[src/rtl/seq_decoder_pkg.sv]
// rtl/seq_decoder_pkg.sv - shared constants and types for the sequenced instruction decoder
//
// Purpose: opcode class codes, FSM state encoding, bank read-port select for
//          memory data, and ALU operation codes shared with the ALU.
// Ports:   none (package).
package seq_decoder_pkg;

  // Opcode classes, taken from opcode[7:5]
  localparam logic [2:0] CLS_MOV   = 3'b000;
  localparam logic [2:0] CLS_ALU   = 3'b001;
  localparam logic [2:0] CLS_LOAD  = 3'b010;
  localparam logic [2:0] CLS_STORE = 3'b011;
  localparam logic [2:0] CLS_HALT  = 3'b111;

  typedef enum logic [2:0] {
    IDLE   = 3'd0,
    EXEC   = 3'd1,
    MEM    = 3'd2,
    WB     = 3'd3,
    HALTED = 3'd4
  } state_t;

  // source_reg_sel value that routes memory read data onto the bank write path
  localparam logic [2:0] SRC_MEM = 3'b100;

  // alu_sel operation codes (opcode[4:2] of an ALU instruction)
  localparam logic [2:0] ALU_ADD = 3'd0;
  localparam logic [2:0] ALU_SUB = 3'd1;
  localparam logic [2:0] ALU_AND = 3'd2;
  localparam logic [2:0] ALU_OR  = 3'd3;
  localparam logic [2:0] ALU_XOR = 3'd4;
  localparam logic [2:0] ALU_NOT = 3'd5;
  localparam logic [2:0] ALU_SHL = 3'd6;
  localparam logic [2:0] ALU_SHR = 3'd7;

endpackage

[src/rtl/seq_decoder_op_classify.sv]
// rtl/seq_decoder_op_classify.sv - combinational opcode field extraction and legality check
//
// Purpose: splits an opcode into class and field values and flags illegal
//          opcodes (unknown class or register index >= NUM_REGS).
// Ports:
//   i_opcode   in  8  opcode to classify
//   o_cls      out 3  opcode class (opcode[7:5])
//   o_dst      out 2  destination register (MOV, LOAD)
//   o_src      out 2  source register (MOV, STORE)
//   o_alu_op   out 3  ALU operation (ALU)
//   o_b_sel    out 2  ALU operand B register (ALU)
//   o_illegal  out 1  opcode is not executable
module op_classify
  import seq_decoder_pkg::*;
#(
  parameter int NUM_REGS = 4
) (
  input  logic [7:0] i_opcode,
  output logic [2:0] o_cls,
  output logic [1:0] o_dst,
  output logic [1:0] o_src,
  output logic [2:0] o_alu_op,
  output logic [1:0] o_b_sel,
  output logic       o_illegal
);

  function automatic logic reg_ok(input logic [1:0] idx);
    return 32'(idx) < 32'(NUM_REGS);
  endfunction

  always_comb begin
    o_cls     = i_opcode[7:5];
    o_dst     = '0;
    o_src     = '0;
    o_alu_op  = i_opcode[4:2];
    o_b_sel   = i_opcode[1:0];
    o_illegal = 1'b0;
    case (i_opcode[7:5])
      CLS_MOV: begin
        o_dst     = i_opcode[3:2];
        o_src     = i_opcode[1:0];
        o_illegal = !reg_ok(i_opcode[3:2]) || !reg_ok(i_opcode[1:0]);
      end
      CLS_ALU:   o_illegal = !reg_ok(i_opcode[1:0]);
      CLS_LOAD: begin
        o_dst     = i_opcode[1:0];
        o_illegal = !reg_ok(i_opcode[1:0]);
      end
      CLS_STORE: begin
        o_src     = i_opcode[1:0];
        o_illegal = !reg_ok(i_opcode[1:0]);
      end
      CLS_HALT:  o_illegal = 1'b0;
      default:   o_illegal = 1'b1;
    endcase
  end

endmodule

[src/rtl/seq_decoder.sv]
// rtl/seq_decoder.sv - multi-cycle instruction sequencer with memory timeout and retire counter
//
// Purpose: accepts one instruction per valid/ready handshake and sequences it
//          through EXEC, MEM and WB, driving registered datapath strobes.
// Ports:
//   clk, rst_n                       clock, synchronous active-low reset
//   instr_valid/instr_ready          fetch handshake; opcode, operand captured on accept
//   alu_sel, acc_sel, alu_b_sel      ALU / accumulator control
//   source_reg_sel                   bank read select (SRC_MEM = memory data)
//   destination_reg_flag             one-hot bank write enable
//   mem_req, mem_write, mem_addr     memory request, held until mem_ack or timeout
//   mem_ack                          memory completion
//   illegal, mem_err                 one-cycle error pulses
//   halted, retired                  halt level, retired-instruction count
module seq_decoder
  import seq_decoder_pkg::*;
#(
  parameter int NUM_REGS    = 4,
  parameter int ADDR_W      = 4,
  parameter int MEM_TIMEOUT = 15,
  parameter int CNT_W       = 16
) (
  input  logic                clk,
  input  logic                rst_n,
  input  logic                instr_valid,
  output logic                instr_ready,
  input  logic [7:0]          opcode,
  input  logic [ADDR_W-1:0]   operand,
  output logic [2:0]          alu_sel,
  output logic                acc_sel,
  output logic [1:0]          alu_b_sel,
  output logic [2:0]          source_reg_sel,
  output logic [NUM_REGS-1:0] destination_reg_flag,
  output logic                mem_req,
  output logic                mem_write,
  output logic [ADDR_W-1:0]   mem_addr,
  input  logic                mem_ack,
  output logic                illegal,
  output logic                mem_err,
  output logic                halted,
  output logic [CNT_W-1:0]    retired
);

  // Wait counter holds 0..MEM_TIMEOUT-1; the last wait cycle is detected one early
  localparam int TW = (MEM_TIMEOUT < 2) ? 1 : $clog2(MEM_TIMEOUT);

  state_t              r_state, w_state_next;
  logic [7:0]          r_opcode;
  logic [ADDR_W-1:0]   r_operand;
  logic [TW-1:0]       r_tmo, w_tmo_next;
  logic [CNT_W-1:0]    r_retired;
  logic                w_retire;

  logic                r_instr_ready, w_instr_ready_nxt;
  logic [2:0]          r_alu_sel, w_alu_sel_nxt;
  logic                r_acc_sel, w_acc_sel_nxt;
  logic [1:0]          r_alu_b_sel, w_alu_b_sel_nxt;
  logic [2:0]          r_src_sel, w_src_sel_nxt;
  logic [NUM_REGS-1:0] r_dst_flag, w_dst_flag_nxt;
  logic                r_mem_req, w_mem_req_nxt;
  logic                r_mem_write, w_mem_write_nxt;
  logic [ADDR_W-1:0]   r_mem_addr, w_mem_addr_nxt;
  logic                r_illegal, w_illegal_nxt;
  logic                r_mem_err, w_mem_err_nxt;
  logic                r_halted, w_halted_nxt;

  logic [7:0]          w_op;
  logic [2:0]          w_cls, w_alu_op;
  logic [1:0]          w_dst, w_src, w_b_sel;
  logic                w_op_illegal;
  logic [NUM_REGS-1:0] w_dst_onehot;

  // Outputs are registered from next-state values, so EXEC strobes must be
  // decoded from the live opcode on the accept edge, later from the captured one.
  assign w_op = (r_state == IDLE) ? opcode : r_opcode;

  op_classify #(.NUM_REGS(NUM_REGS)) u_op_classify (
    .i_opcode (w_op),
    .o_cls    (w_cls),
    .o_dst    (w_dst),
    .o_src    (w_src),
    .o_alu_op (w_alu_op),
    .o_b_sel  (w_b_sel),
    .o_illegal(w_op_illegal)
  );

  assign w_dst_onehot = NUM_REGS'(1) << w_dst;

  always_comb begin
    w_state_next      = r_state;
    w_tmo_next        = r_tmo;
    w_retire          = 1'b0;
    w_instr_ready_nxt = 1'b0;
    w_alu_sel_nxt     = '0;
    w_acc_sel_nxt     = 1'b0;
    w_alu_b_sel_nxt   = '0;
    w_src_sel_nxt     = '0;
    w_dst_flag_nxt    = '0;
    w_mem_req_nxt     = 1'b0;
    w_mem_write_nxt   = 1'b0;
    w_mem_addr_nxt    = '0;
    w_illegal_nxt     = 1'b0;
    w_mem_err_nxt     = 1'b0;
    w_halted_nxt      = r_halted;

    case (r_state)
      IDLE: begin
        if (instr_valid) begin
          w_state_next = EXEC;
          if (w_op_illegal) begin
            w_illegal_nxt = 1'b1;
          end else begin
            case (w_cls)
              CLS_MOV: begin
                w_src_sel_nxt  = {1'b0, w_src};
                w_dst_flag_nxt = w_dst_onehot;
              end
              CLS_ALU: begin
                w_alu_sel_nxt   = w_alu_op;
                w_alu_b_sel_nxt = w_b_sel;
                w_acc_sel_nxt   = 1'b1;
              end
              default: ;
            endcase
          end
        end else begin
          w_instr_ready_nxt = 1'b1;
        end
      end

      EXEC: begin
        w_state_next      = IDLE;
        w_instr_ready_nxt = 1'b1;
        if (!w_op_illegal) begin
          case (w_cls)
            CLS_LOAD, CLS_STORE: begin
              w_state_next      = MEM;
              w_instr_ready_nxt = 1'b0;
              w_tmo_next        = '0;
              w_mem_req_nxt     = 1'b1;
              w_mem_write_nxt   = (w_cls == CLS_STORE);
              w_mem_addr_nxt    = r_operand;
              if (w_cls == CLS_STORE) w_src_sel_nxt = {1'b0, w_src};
            end
            CLS_HALT: begin
              w_state_next      = HALTED;
              w_instr_ready_nxt = 1'b0;
              w_halted_nxt      = 1'b1;
              w_retire          = 1'b1;
            end
            default: w_retire = 1'b1;
          endcase
        end
      end

      MEM: begin
        if (mem_ack) begin
          if (w_cls == CLS_LOAD) begin
            w_state_next   = WB;
            w_src_sel_nxt  = SRC_MEM;
            w_dst_flag_nxt = w_dst_onehot;
          end else begin
            w_state_next      = IDLE;
            w_instr_ready_nxt = 1'b1;
            w_retire          = 1'b1;
          end
        end else if (r_tmo == TW'(MEM_TIMEOUT - 1)) begin
          w_state_next      = IDLE;
          w_instr_ready_nxt = 1'b1;
          w_mem_err_nxt     = 1'b1;
        end else begin
          w_tmo_next      = r_tmo + TW'(1);
          w_mem_req_nxt   = 1'b1;
          w_mem_write_nxt = (w_cls == CLS_STORE);
          w_mem_addr_nxt  = r_operand;
          if (w_cls == CLS_STORE) w_src_sel_nxt = {1'b0, w_src};
        end
      end

      WB: begin
        w_state_next      = IDLE;
        w_instr_ready_nxt = 1'b1;
        w_retire          = 1'b1;
      end

      HALTED: ;

      default: begin
        w_state_next      = IDLE;
        w_instr_ready_nxt = 1'b1;
      end
    endcase
  end

  always_ff @(posedge clk) begin
    if (!rst_n) begin
      r_state       <= IDLE;
      r_opcode      <= '0;
      r_operand     <= '0;
      r_tmo         <= '0;
      r_retired     <= '0;
      r_instr_ready <= 1'b1;
      r_alu_sel     <= '0;
      r_acc_sel     <= 1'b0;
      r_alu_b_sel   <= '0;
      r_src_sel     <= '0;
      r_dst_flag    <= '0;
      r_mem_req     <= 1'b0;
      r_mem_write   <= 1'b0;
      r_mem_addr    <= '0;
      r_illegal     <= 1'b0;
      r_mem_err     <= 1'b0;
      r_halted      <= 1'b0;
    end else begin
      r_state <= w_state_next;
      r_tmo   <= w_tmo_next;
      if (r_state == IDLE && instr_valid) begin
        r_opcode  <= opcode;
        r_operand <= operand;
      end
      if (w_retire) r_retired <= r_retired + CNT_W'(1);
      r_instr_ready <= w_instr_ready_nxt;
      r_alu_sel     <= w_alu_sel_nxt;
      r_acc_sel     <= w_acc_sel_nxt;
      r_alu_b_sel   <= w_alu_b_sel_nxt;
      r_src_sel     <= w_src_sel_nxt;
      r_dst_flag    <= w_dst_flag_nxt;
      r_mem_req     <= w_mem_req_nxt;
      r_mem_write   <= w_mem_write_nxt;
      r_mem_addr    <= w_mem_addr_nxt;
      r_illegal     <= w_illegal_nxt;
      r_mem_err     <= w_mem_err_nxt;
      r_halted      <= w_halted_nxt;
    end
  end

  assign instr_ready          = r_instr_ready;
  assign alu_sel              = r_alu_sel;
  assign acc_sel              = r_acc_sel;
  assign alu_b_sel            = r_alu_b_sel;
  assign source_reg_sel       = r_src_sel;
  assign destination_reg_flag = r_dst_flag;
  assign mem_req              = r_mem_req;
  assign mem_write            = r_mem_write;
  assign mem_addr             = r_mem_addr;
  assign illegal              = r_illegal;
  assign mem_err              = r_mem_err;
  assign halted               = r_halted;
  assign retired              = r_retired;

endmodule

[config.mk]
export PLATFORM = sky130hd
export DESIGN_NAME = seq_decoder
export DESIGN_NICKNAME = d
export VERILOG_FILES = /design/src/rtl/seq_decoder_pkg.sv /design/src/rtl/seq_decoder_op_classify.sv /design/src/rtl/seq_decoder.sv
export SDC_FILE = /design/constraint.sdc
export NUM_CORES = 1
export LEC_CHECK = 0
export ABC_AREA = 1
export CAP_MARGIN = 20
export CORE_UTILIZATION = 30
export DETAILED_ROUTE_END_ITERATION = 10
export GPL_TIMING_DRIVEN = 0
export PLACE_DENSITY_LB_ADDON = 0.1
export SLEW_MARGIN = 20
export SYNTH_ARGS = -nofsm -noshare
export SYNTH_HDL_FRONTEND = slang
export SYNTH_SLANG_ARGS = --single-unit
[constraint.sdc]
create_clock -name clk -period 2.1 [get_ports clk]
set_input_delay 0.42 -clock clk [delete_from_list [all_inputs] [get_ports clk]]
set_output_delay 0.42 -clock clk [all_outputs]
set_load 0.01 [all_outputs]
==> impl_metrics.json <==
{
  "status": "finished clean",
  "area_growth_pct": 33.94,
  "leakage_nw": 1.414,
  "cts-root-buf": "clkbuf_8",
  "grt_use_met3_pct": 4.480,
  "ant_nets": 0,
  "yosys_most_used_dff": "dfxtp_1",
  "max_freq_mhz": 514.4,
  "synth-edff-count": 0,
  "crit_end": "r_tmo[1]",
  "viasPerCell": 4.686,
  "overflow": 0,
  "grt_max_degree": 11,
  "path_delay_family": "buffers and inverters",
  "skew_ns": 0.009903,
  "vias": 2451,
  "grt_pass1_wl_mm": 11.92,
  "worstPathArrival_ns": 2.20,
  "grt_pass1_vias": 2447,
  "synth_commonest_cells": "58 x dfxtp_1, 47 x nand2_1, 43 x nor2_1",
  "core-area_um2": 8721,
  "worst-setup-path-type": "input pin to flip-flop",
  "postSynthAreaPerCell_um2": 7.800,
  "busiest_layer": "met2",
  "slowest_stage": "clkdlybuf4s50_1",
  "reg2reg_depth": 11,
  "placed_cell_area_um2": 3374,
  "r2r-start": "r_state[1]",
  "tightest_slew_ns": 0.6471,
  "async_flop_share_pct": 0,
  "period_needed_ns": 1.944,
  "crit_buf_inv": 2,
  "dr.pass1.iters": 4,
  "yosys-top-cells-area": "dfxtp_1 43%, nand3_1 7.4%, nand2_1 6.5%",
  "synth_nets": 365,
  "synth.top_cell.area_share_pct": 43.02,
  "antenna_found_initial": 0,
  "cts_tree": "yes",
  "drv_slew": 0,
  "globalplace.congestion": 0.7959,
  "synthCells": 346,
  "clkSlewWorstSetupHoldPaths_ns": 0.07,
  "track_usage_pct": 15.90,
  "synth_area_um2": 2699,
  "synth-seq-cells": 58,
  "r2r-end": "retired[15]",
  "die_w_um": 96.85,
  "relSlewSlack_pct": 56.86,
  "worstSetupStartpointType": "input pin",
  "setup_viol": 0,
  "yosys.area.top_type": "dfxtp_1",
  "yosysMostFrequentCell": "dfxtp_1",
  "ys_types": 34,
  "min_path_type": "flip-flop to flip-flop",
  "ctsHoldBuffers": 0,
  "path_depth": 5,
  "use_met2_pct": 24.05,
  "power_mw": 3.382,
  "ctsResizeCount": 0,
  "drc": 0,
  "placementRows": 34,
  "routedWlPerCell_um": 13.19,
  "endpoint_kind": "flip-flop",
  "cts_buffer_depth": 2,
  "cp.required_ns": 2.35,
  "crit_fanout": 7,
  "clock_sinks": 58,
  "cts_made_buffers": 9,
  "htreeDepth": 3,
  "cpPeakStageDelay_ns": 0.55,
  "clk_latency_ns": 0.34,
  "grtUsageMet1_pct": 21.21,
  "die_area_um2": 9379,
  "period_share_pct": 92.58,
  "postCtsSetupRepairBufs": 0,
  "io_buffers": 54,
  "final_area_um2": 3615,
  "initial_utilization_pct": 30.95,
  "die_height_um": 96.85,
  "drtIter0Drc": 120,
  "peakVddDrop_v": 0.0003318,
  "synth_seq_area_share_pct": 43.02,
  "num_io_pins": 55,
  "wirelength_mm": 6.899,
  "path_cells": "clkdlybuf4s50_1, clkinv_1, nor3_1, nand2_1, o31ai_1",
  "crit_start": "rst_n",
  "yosys_warnings": 0,
  "pwr_density_cell_nw_per_um2": 935.6,
  "finalHoldViolations": 0,
  "fin_nets": 430,
  "hpwl_mm": 4.973,
  "drv_cap": 0,
  "rsz0062_at_grt": "no",
  "r2r_slack_ns": 0.22,
  "drive_gt1_share_pct": 13.98,
  "diodes": 0
}
==> cells in the final DEF, fill, tap and decap left out, types with 3 or more instances in the layout <==
cell type / instances
nor2_2: 3
ha_1: 3
o21ai_0: 13
dfxtp_1: 58
clkdlybuf4s50_1: 54
xnor2_1: 8
nand2_4: 4
clkbuf_8: 10
inv_1: 36
nor2_1: 43
nand2_1: 47
nand3_1: 40
nand4_1: 5
nor3_1: 9
bufinv_16: 3
a21oi_1: 19
xor2_1: 7
nand2_2: 13
a21oi_2: 10
clkbuf_1: 4
==> worst min-delay path: stages (launching register included) <==
cell,delay (ns)
dfxtp_1,0.30
inv_1,0.06
nor3_1,0.05
==> sequential cells by signal, indices dropped and copies added (netlist names) <==
signal and flops:
mem_write 1, r_tmo 4, halted 1, illegal 1, mem_addr 4, instr_ready 1
r_state 3, mem_req 1, alu_sel 3, r_opcode 8, destination_reg_flag 4, alu_b_sel 2
retired 16, acc_sel 1, source_reg_sel 3, mem_err 1, r_operand 4
==> where the power goes <==
group | switching [mW] | internal (mW) | total, mW
Clock | 0.457 | 0.812 | 1.27
Combinational | 0.569 | 0.304 | 0.873
Sequential | 0.0552 | 1.18 | 1.24
==> through the flow <==
step	hold WS (ns)	cells	util (%)	worst slack (ns)	setup TNS (ns)
after floorplan	0.4242	346	-	0.5340	0
after global routing	0.4681	523	41.45	0.04868	0
after CTS	0.4495	523	41.45	0.1994	0
after detailed placement	0.4383	508	38.69	-0.1329	-0.3117
final	0.4454	523	41.45	0.1559	0
after global placement	0.4331	508	38.69	-0.1559	-0.4666
==> worst min-delay path by stage <==
stage / cells after the start / slack, ns / from / to
global route: 2 / 0.47 / r_operand[0] / mem_addr[0]
detailed placement: 2 / 0.44 / r_operand[0] / mem_addr[0]
global placement: 2 / 0.43 / r_operand[1] / mem_addr[1]
finish: 2 / 0.45 / r_operand[0] / mem_addr[0]
CTS: 2 / 0.45 / r_operand[0] / mem_addr[0]
floorplan: 2 / 0.42 / r_operand[0] / mem_addr[0]
==> metal layers <==
| layer | wire length [um] | vias to the layer above |
|---|---|---|
| met5 | 0 | - |
| met4 | 113 | 0 |
| met1 | 3487 | 1128 |
| li1 | - | 1253 |
| met2 | 2957 | 59 |
| met3 | 341 | 11 |
==> area by class of cell <==
cell class,instances,area (um^2)
repair buffers,54,540.5
multi-input cells,239,1324
fillers,911,5106
plain buffers,10,67.56
flip-flops and latches,58,1161
well taps,108,135.1
clock inverters,5,102.6
clock buffers,10,137.6
inverters,39,146.4
==> cell families (layout without fill, tap and decap cells) <==
group	after synthesis	in the layout	synth area share (%)
buffers and inverters	49	118	7.927
XOR/XNOR	15	15	4.868
AO/OA/AOI/OAI	50	50	11.64
flip-flops	58	58	43.02
AND/OR/NAND/NOR	171	171	31.15
adder cells (fa/ha/maj)	3	3	1.391
(Power assumes the default switching activity.)
